File: src/rtl/stream_byte_packer.sv
// Packs an 8-bit valid/ready byte stream into BYTES-wide little-endian words.
// A word goes out when the last lane fills or when input_last flushes a partial word.
module stream_byte_packer #(
  parameter int BYTES      = 4,
  parameter int COUNT_BITS = $clog2(BYTES)
) (
  input  logic                 clock,
  input  logic                 reset_n,
  input  logic                 input_valid,
  output logic                 input_ready,
  input  logic [7:0]           input_data,
  input  logic                 input_last,
  output logic                 output_valid,
  input  logic                 output_ready,
  output logic [8*BYTES-1:0]   output_data,
  output logic [BYTES-1:0]     output_keep,
  output logic                 output_last
);

  localparam int W = 8 * BYTES;

  logic [COUNT_BITS-1:0] count_q, count_d;
  logic [W-1:0]          acc_q, acc_d;
  logic                  out_valid_q, out_valid_d;
  logic [W-1:0]          out_data_q, out_data_d;
  logic [BYTES-1:0]      out_keep_q, out_keep_d;
  logic                  out_last_q, out_last_d;

  logic                  in_fire;
  logic                  out_fire;
  logic                  emit;
  logic [W-1:0]          merged;
  logic [BYTES-1:0]      keep_mask;

  // Handshakes: a beat moves on a rising edge where VALID && READY. The word
  // register is a single slot, so a byte is taken whenever that slot is empty
  // or being drained this cycle; output fields never change while VALID waits.
  assign input_ready = !out_valid_q || output_ready;
  assign in_fire     = input_valid && input_ready;
  assign out_fire    = out_valid_q && output_ready;
  assign emit        = in_fire && (input_last || (int'(count_q) == BYTES - 1));

  always_comb begin
    merged    = acc_q;
    keep_mask = '0;
    for (int k = 0; k < BYTES; k++) begin
      if (int'(count_q) == k) merged[8*k +: 8] = input_data;
      keep_mask[k] = (k <= int'(count_q));
    end
  end

  always_comb begin
    count_d     = count_q;
    acc_d       = acc_q;
    out_valid_d = out_valid_q;
    out_data_d  = out_data_q;
    out_keep_d  = out_keep_q;
    out_last_d  = out_last_q;
    if (out_fire) out_valid_d = 1'b0;
    if (in_fire) begin
      if (emit) begin
        // Reloading here also covers a word drained in the same cycle.
        out_valid_d = 1'b1;
        out_data_d  = merged;
        out_keep_d  = keep_mask;
        out_last_d  = input_last;
        count_d     = '0;
        acc_d       = '0;
      end else begin
        acc_d   = merged;
        count_d = count_q + 1'b1;
      end
    end
  end

  always_ff @(posedge clock or negedge reset_n) begin
    if (!reset_n) begin
      count_q     <= '0;
      acc_q       <= '0;
      out_valid_q <= 1'b0;
      out_data_q  <= '0;
      out_keep_q  <= '0;
      out_last_q  <= 1'b0;
    end else begin
      count_q     <= count_d;
      acc_q       <= acc_d;
      out_valid_q <= out_valid_d;
      out_data_q  <= out_data_d;
      out_keep_q  <= out_keep_d;
      out_last_q  <= out_last_d;
    end
  end

  assign output_valid = out_valid_q;
  assign output_data  = out_data_q;
  assign output_keep  = out_keep_q;
  assign output_last  = out_last_q;

endmodule
File: config.mk
export PLATFORM = sky130hd
export DESIGN_NAME = stream_byte_packer
export DESIGN_NICKNAME = d
export VERILOG_FILES = /design/src/rtl/stream_byte_packer.sv
export SDC_FILE = /design/constraint.sdc
export NUM_CORES = 1
export LEC_CHECK = 0
export ABC_AREA = 0
export CORE_MARGIN = 2
export CORE_UTILIZATION = 50
export CTS_CLUSTER_SIZE = 16
export DETAILED_ROUTE_END_ITERATION = 8
export DONT_BUFFER_PORTS = 1
export GPL_ROUTABILITY_DRIVEN = 0
export HOLD_SLACK_MARGIN = 0.06
export PLACE_DENSITY_LB_ADDON = 0.1
export SETUP_SLACK_MARGIN = 0.5
export SLEW_MARGIN = 15
export SYNTH_ARGS = -nofsm -noshare
export SYNTH_HDL_FRONTEND = slang
export SYNTH_SLANG_ARGS = --single-unit
export TNS_END_PERCENT = 30
File: constraint.sdc
create_clock -name clock -period 4.6 [get_ports clock]
set_clock_uncertainty 0.2 [all_clocks]
set_input_delay 0.46 -clock clock [delete_from_list [all_inputs] [get_ports clock]]
set_output_delay 0.46 -clock clock [all_outputs]
set_load 0.005 [all_outputs]
==> run summary, run 1 <==
=================================================================================
Run status                                                              completed
Total CTS buffers                                                               9
Post-CTS Repair Setup Buffers                                                   0
Period utilization                                                          0.606
Maximum vdd drop                                                         0.263 mV
Flop2flop setup slack                                                     1810 ps
Global-route total usage across every layer                                 0.205
Port buffer count                                                               0
Die width                                                                 84.8 um
Main synth FF type                                                        dfrtp_1
R2R Path End                                                         output_data[18]
Length of the first detailed-routing pass in iterations                         4
Internal Dissipation                                                      1.26 mW
Max Cap Viol                                                                    0
Overall power consumption                                                 1.74 mW
Number of cells traversed by the worst hold path                                2
Area of all sequential standard cells                                   1800 um^2
Count of hold buffers inserted by post-cts repair                              12
Relative contribution of sequential cells to total power                    0.494
Combinational cell fraction of total power                                  0.210
Area of all placed cells without fillers                                3630 um^2
Max-slew violation count                                                        0
Netlist area before placement                                           3260 um^2
Post-Synthesis Net Count                                                      231
TritonCTS clock tree                                                        built
Type of the most critical hold path                                        in2reg
Crit path capture type                                                   register
Maximum number of pins on one net before global-route repair                   73
Number of distinct library cells after synthesis                               24
Die H                                                                     84.8 um
Post-detailed-route DRC marker count                                            0
Maximum fanout encountered on the critical timing path                         44
Endpoints failing hold                                                          0
EDFF count, synth                                                               0
Crit path kind                                                            reg2reg
Net switching fraction of the power                                         0.278
Worst hold path endpoint                                              output_last
Cells resized by post-CTS repair                                                0
Endpoint required time on the critical path                               4630 ps
Number of fillers in the final layout                                         493
Depth of the CTS H-tree                                                         3
Flip-flop and latch count after synthesis                                      72
Standard cell area after detailed placement                             3290 um^2
Synthesized netlist cell count                                                213
Area of the multi-input gates                                           1370 um^2
Ports                                                                          52
GRT overflow                                                                    0
Unrepaired setup endpoints after global routing                                no
Diode count                                                                     0
Clock sink count                                                               72
Switching power summed over all nets                                       484 uW
Number of DRC violations after detailed-routing iteration 0                    83
Clock buffer depth                                                              2
Worst hold slack                                                           109 ps
Area of the die                                                         7190 um^2
Worst-Skew Late Latency                                                    350 ps
Setup WS pre-CTS                                                          1830 ps
Final setup margin                                                        1810 ps
Actual transition at the worst max-transition pin                          724 ps
Detailed placement HPWL                                                   3980 um
Antenna-violating nets left                                                     0
CTS root buf                                                             clkbuf_8
Starting Density                                                            0.514
FF-to-FF path depth                                                             4
Portion of the post-synthesis area used by sequential elements              0.552
Wire length of the first global-routing pass                            11,100 um
HP Start                                                              input_valid
Setup Viol. Count Final                                                         0
Routed via count                                                            1,782
WL per Instance                                                           21.7 um
Accumulated negative setup slack                                             0 ps
Synthesis Warnings                                                              0
Proportion of power drawn by the clock network                              0.295
Post-synthesis area per instance                                        15.3 um^2
Slew margin rel.                                                            0.516
Via-per-instance ratio                                                       5.80
Leakage power                                                             1.78 nW
Vias in the first global route                                              1,961
Data arrival time of the critical path                                    2820 ps
Power per cell area                                                   480 nW/um^2
Core box area                                                           6350 um^2
Share of cells above drive strength 1                                       0.335
Antenna violations before repair                                                0
Floorplan row count                                                            29
Achievable frequency                                                      359 MHz
Async set or reset register ratio after synthesis                            1.00
Growth of design area from synthesis to finish                              11.2%
CP Launch Type                                                           register
Worst r2r src                                                          count_q[1]
Register clock-pin slew on the reported worst setup and hold paths          80 ps
Detailed-route wire length                                                6670 um
Final Net Count                                                               243
Period minus WS final                                                     2790 ps
=================================================================================
## cell usage after synthesis (all sizes together), types with 2 or more instances
library cell   n  area (um^2)
dfrtp         72         1800
mux2          64          796
a22o          26          228
and2           9         56.3
buf            8         63.8
ha             5         62.6
inv            5         18.8
clkbuf         3         11.3
nor4b          3         71.3
o311ai         3         48.8
mux2i          2         20.0
nand2b         2         12.5
nand3          2         10.0
nand4          2         12.5
nor2           2         7.51
o21ai          2         10.0
## cells in the final DEF (no fill, tap or decap), types with 2 or more instances in the layout
cell type,synthesis,routed
clkbuf_8,0,11
nor4b_4,3,3
mux2_4,20,20
mux2_1,12,12
dlygate4sd3_1,0,11
and2_1,9,9
nand2b_1,2,2
nor2_1,2,2
mux2_2,32,32
nand4_1,2,2
dfrtp_1,72,72
ha_1,5,5
o311ai_2,3,3
mux2i_1,2,2
nand3_1,2,2
inv_1,4,4
a22o_1,26,26
o21ai_1,2,2
## cell families after synthesis
logic type / share of synthesized area
flip-flops: 0.552
multiplexers: 0.250
AO/OA/AOI/OAI: 0.0878
AND/OR/NAND/NOR: 0.0625
buffers and inverters: 0.0287
adder cells (fa/ha/maj): 0.0192
## metal layers
| layer | GRT usage | wire (um) | vias up |
|---|---|---|---|
| li1 | - | - | 803 |
| met4 | 0.0779 | 115 | 0 |
| met3 | 0.0619 | 340 | 12 |
| met5 | 0 | 0 | - |
| met1 | 0.272 | 2990 | 924 |
| met2 | 0.319 | 3220 | 43 |
## worst max-delay path: stages (launching register included)
cell and delay (ps):
dfrtp_1 400, ha_1 650, nor2_1 190, nand3b_4 650
mux2_1 540
## power by group through the flow
stage	registers [mW]	logic (mW)	clock network, mW
floorplan	0.845	0.299	0
global placement	0.872	0.330	0
detailed placement	0.875	0.342	0
CTS	0.864	0.372	0.529
global route	0.880	0.401	0.555
finish	0.862	0.367	0.515
## through the flow
stage | util | cells
after floorplan | - | 213
after global placement | 0.517 | 279
after detailed placement | 0.517 | 279
after CTS | 0.572 | 307
after global routing | 0.572 | 307
final | 0.572 | 307
## worst max-delay path by stage
stage | slack (ps) | endpoint | cells after the start | from
global placement | 2010 | output_data[12] | 4 | count_q[1]
finish | 1810 | output_data[18] | 4 | count_q[1]
detailed placement | 1830 | output_data[9] | 4 | count_q[1]
floorplan | 2660 | output_data[7] | 5 | count_q[0]
CTS | 1800 | output_data[12] | 4 | count_q[1]
global route | 1630 | output_data[14] | 4 | count_q[1]
## registers in the layout, indices dropped and copies added (netlist names)
register	flops
acc_q	32
output_data	32
output_keep	4
count_q	2
output_last	1
output_valid	1
## final cells by class
| cell class | instances | share of cell area |
|---|---|---|
| clock buffers | 12 | 0.0427 |
| multi-input cells | 125 | 0.377 |
| flip-flops and latches | 72 | 0.496 |
| repair buffers | 12 | 0.0379 |
| inverters | 5 | 0.00517 |
| well taps | 77 | 0.0265 |
| clock inverters | 4 | 0.0141 |
Note: power is estimated with default switching activity, not from simulation.
==> run 2: changes to the inputs <==
- ABC_AREA: 0 -> 1
- clock period: 4.6 -> 2.9 ns (I/O delays scaled with it)
==> run 2 against run 1 <==
Total power rose by 49%. Critical path type unchanged. Combinational power rose by 40%. Largest power group unchanged. Global-route usage rose by 1.3 points. Area after synthesis rose by 3.7%. Fmax rose by 23%. Sequential power rose by 52%. Wire length rose by 19%. Count of clock-buffer cells in the layout fell by 1. Non-clock buffer count rose by 3. Final area rose by 0.62%. First-iteration DRC count rose by 110%. Clock power rose by 51%.
==> run summary, run 2 <==
=================================================================================================================
CTS root buf                                                                                             clkbuf_8
Maximum number of pins on one net before global-route repair                                                   73
Post-synthesis area per instance                                                                        8.14 um^2
WL per Instance                                                                                           15.8 um
R2R Path End                                                                                         output_data[16]
Die H                                                                                                     86.3 um
Top cells by area, synth                                                                             dfrtp_1 53%, nand2_1 26%, nand3_1 8.6%, buf_6 4.3%, ha_1 1.8%
Max-slew violation count                                                                                        0
Endpoint required time on the critical path                                                               2940 ps
Worst hold path endpoint                                                                             output_keep[3]
Async set or reset register ratio after synthesis                                                            1.00
Cell type contributing the most total cell area after synthesis                                           dfrtp_1
Area of the die                                                                                         7450 um^2
Netlist area before placement                                                                           3390 um^2
HP Start                                                                                              input_valid
Floorplan row count                                                                                            29
Actual transition at the worst max-transition pin                                                          574 ps
Met2 track utilization from global routing                                                                  0.328
Global-route total usage across every layer                                                                 0.218
Depth of the CTS H-tree                                                                                         3
Unrepaired setup endpoints after global routing                                                               yes
Post-Synthesis Net Count                                                                                      434
Period minus WS final                                                                                     2280 ps
Accumulated negative setup slack                                                                             0 ps
Synthesized netlist cell count                                                                                416
Compound-gate portion of the synthesized area                                                             0.00480
TritonCTS clock tree                                                                                        built
Number of distinct library cells after synthesis                                                               18
Leakage power                                                                                             2.12 nW
Worst r2r src                                                                                          count_q[0]
GR Layer Usage met3                                                                                        0.0467
FF-to-FF path depth                                                                                             6
Max Cap Viol                                                                                                    0
Die width                                                                                                 86.3 um
Number of cells traversed by the worst hold path                                                                3
Achievable frequency                                                                                      439 MHz
Overall power consumption                                                                                 2.59 mW
Final Net Count                                                                                               440
Flop2flop setup slack                                                                                      620 ps
Post-Synth XOR/XNOR Area                                                                                        0
Register clock-pin slew on the reported worst setup and hold paths                                          70 ps
EDFF count, synth                                                                                               0
Clock buffer depth                                                                                              2
Slew margin rel.                                                                                            0.617
Main synth FF type                                                                                        dfrtp_1
Top library cells by usage in the layout, fill and taps aside                                        234 x nand2_1, 72 x dfrtp_1, 58 x nand3_1
Number of DRC violations after detailed-routing iteration 0                                                   171
Run status                                                                                              completed
Crit path kind                                                                                            reg2reg
Combinational family with the most area after synthesis                                              simple AND/OR/NAND/NOR gates
Core box area                                                                                           6460 um^2
Growth of design area from synthesis to finish                                                              7.87%
Wire length of the first global-routing pass                                                            12,400 um
Total CTS buffers                                                                                               9
Worst-Skew Late Latency                                                                                    340 ps
Most congested layer reported by global routing                                                              met2
Antenna violations before repair                                                                                1
Detailed-route wire length                                                                                7940 um
Routed via count                                                                                            2,655
Data arrival time of the critical path                                                                    2310 ps
Portion of the post-synthesis area used by sequential elements                                              0.532
Post-detailed-route DRC marker count                                                                            0
Type of the most critical hold path                                                                        in2reg
Synthesis Warnings                                                                                              0
Endpoints failing hold                                                                                          0
Cells resized by post-CTS repair                                                                                0
Length of the first detailed-routing pass in iterations                                                         4
Arithmetic-cell share of the synthesized area counting full adders, half adders and majority gates         0.0185
Power per cell area                                                                                   710 nW/um^2
Maximum vdd drop                                                                                         0.324 mV
Ports                                                                                                          52
Clock sink count                                                                                               72
Vias in the first global route                                                                              2,400
Area share of the leading cell type in the synthesized netlist                                              0.532
Crit path capture type                                                                                   register
Maximum fanout encountered on the critical timing path                                                         37
Period utilization                                                                                          0.785
GRT overflow                                                                                                    0
Detailed placement HPWL                                                                                   4500 um
Antenna-violating nets left                                                                                     0
Top cells by count, synth                                                                            234 x nand2_1, 72 x dfrtp_1, 58 x nand3_1
CP Launch Type                                                                                           register
Met1 demand-to-capacity share in global routing                                                             0.311
Most repeated cell in the gate-level netlist after synthesis                                              nand2_1
Flip-flop and latch count after synthesis                                                                      72
Multiplexer share of the synthesized area                                                                       0
Post-synthesis simple-gate area fraction                                                                    0.363
Share of cells above drive strength 1                                                                      0.0587
Via-per-instance ratio                                                                                       5.27
Setup Viol. Count Final                                                                                         0
Most common cell after layout, fill and taps aside                                                        nand2_1
Starting Density                                                                                            0.524
Port buffer count                                                                                               0
=================================================================================================================
run 2: cell types whose count changed in the layout (fill, tap and decap cells not counted), moves of 3 or more:
cell	previous run	this run
a22o_1	26	0
and2_1	9	0
inv_1	4	16
mux2_1	12	0
mux2_2	32	0
mux2_4	20	0
nand2_1	1	234
nand3_1	2	58
nor4b_4	3	0
o311ai_2	3	0
run 2: repair_timing:
item,in CTS,in global routing
hold buffers,14,0
buffers inserted,0,0
endpoints found under the setup margin,0,38
hold endpoints to repair,130,0
run 2: critical path, stage by stage (launching register included):
cell and delay [ps]:
dfrtp_1 400, ha_1 400, inv_4 130, nand2_8 250
nand3_2 500, nand2_1 210, nand2_1 70
run 2: kinds of logic (layout without fill, tap and decap cells):
kind of cell	count (synthesis)	after routing
fa+ha+maj	5	5
compound gates	1	1
buf+inv	41	50
simple gates	297	298
flops	72	72
other cells	0	1
run 2: area by class of cell:
type	count	area [um^2]
repair buffers	15	165
fillers	595	2810
inverters	20	82.6
clock buffers	11	141
well taps	77	96.3
flip-flops and latches	72	1800
diodes	1	2.50
clock inverters	4	45.0
multi-input cells	304	1320
run 2: how the worst max path moves through the flow:
| stage | from | slack, ps | end | depth (start not counted) |
|---|---|---|---|---|
| floorplan | count_q[0] | 1310 | output_valid | 7 |
| global placement | count_q[0] | 720 | output_data[0] | 6 |
| detailed placement | count_q[0] | 600 | output_data[19] | 6 |
| CTS | count_q[0] | 630 | output_data[19] | 6 |
| global route | count_q[0] | 440 | output_data[20] | 6 |
| finish | count_q[0] | 620 | output_data[16] | 6 |
run 2: power breakdown:
part	internal [mW]	total, mW	leakage, nW	switching, mW
logic	0.165	0.513	1.06	0.348
registers	1.18	1.31	0.965	0.126
clock network	0.412	0.776	0.0990	0.363
total	1.76	2.59	2.12	0.837
run 2: per-layer routing:
layer	part of all wire	up-vias	wire [um]
met5	0	-	0
met4	0.017	0	138
met3	0.046	11	363
met2	0.47	69	3710
met1	0.47	1269	3720
li1	-	1306	-
run 2: through the flow:
stage	hold slack, ps	setup WS (ps)	util	area, um^2	cells
6_report	104	624	0.565	3650	504
5_1_grt	153	440	0.565	3650	504
3_3_place_gp	-204	724	0.510	3300	473
3_5_place_dp	-203	605	0.510	3300	473
4_1_cts	275	627	0.564	3640	502
2_1_floorplan	-206	1310	-	3390	416
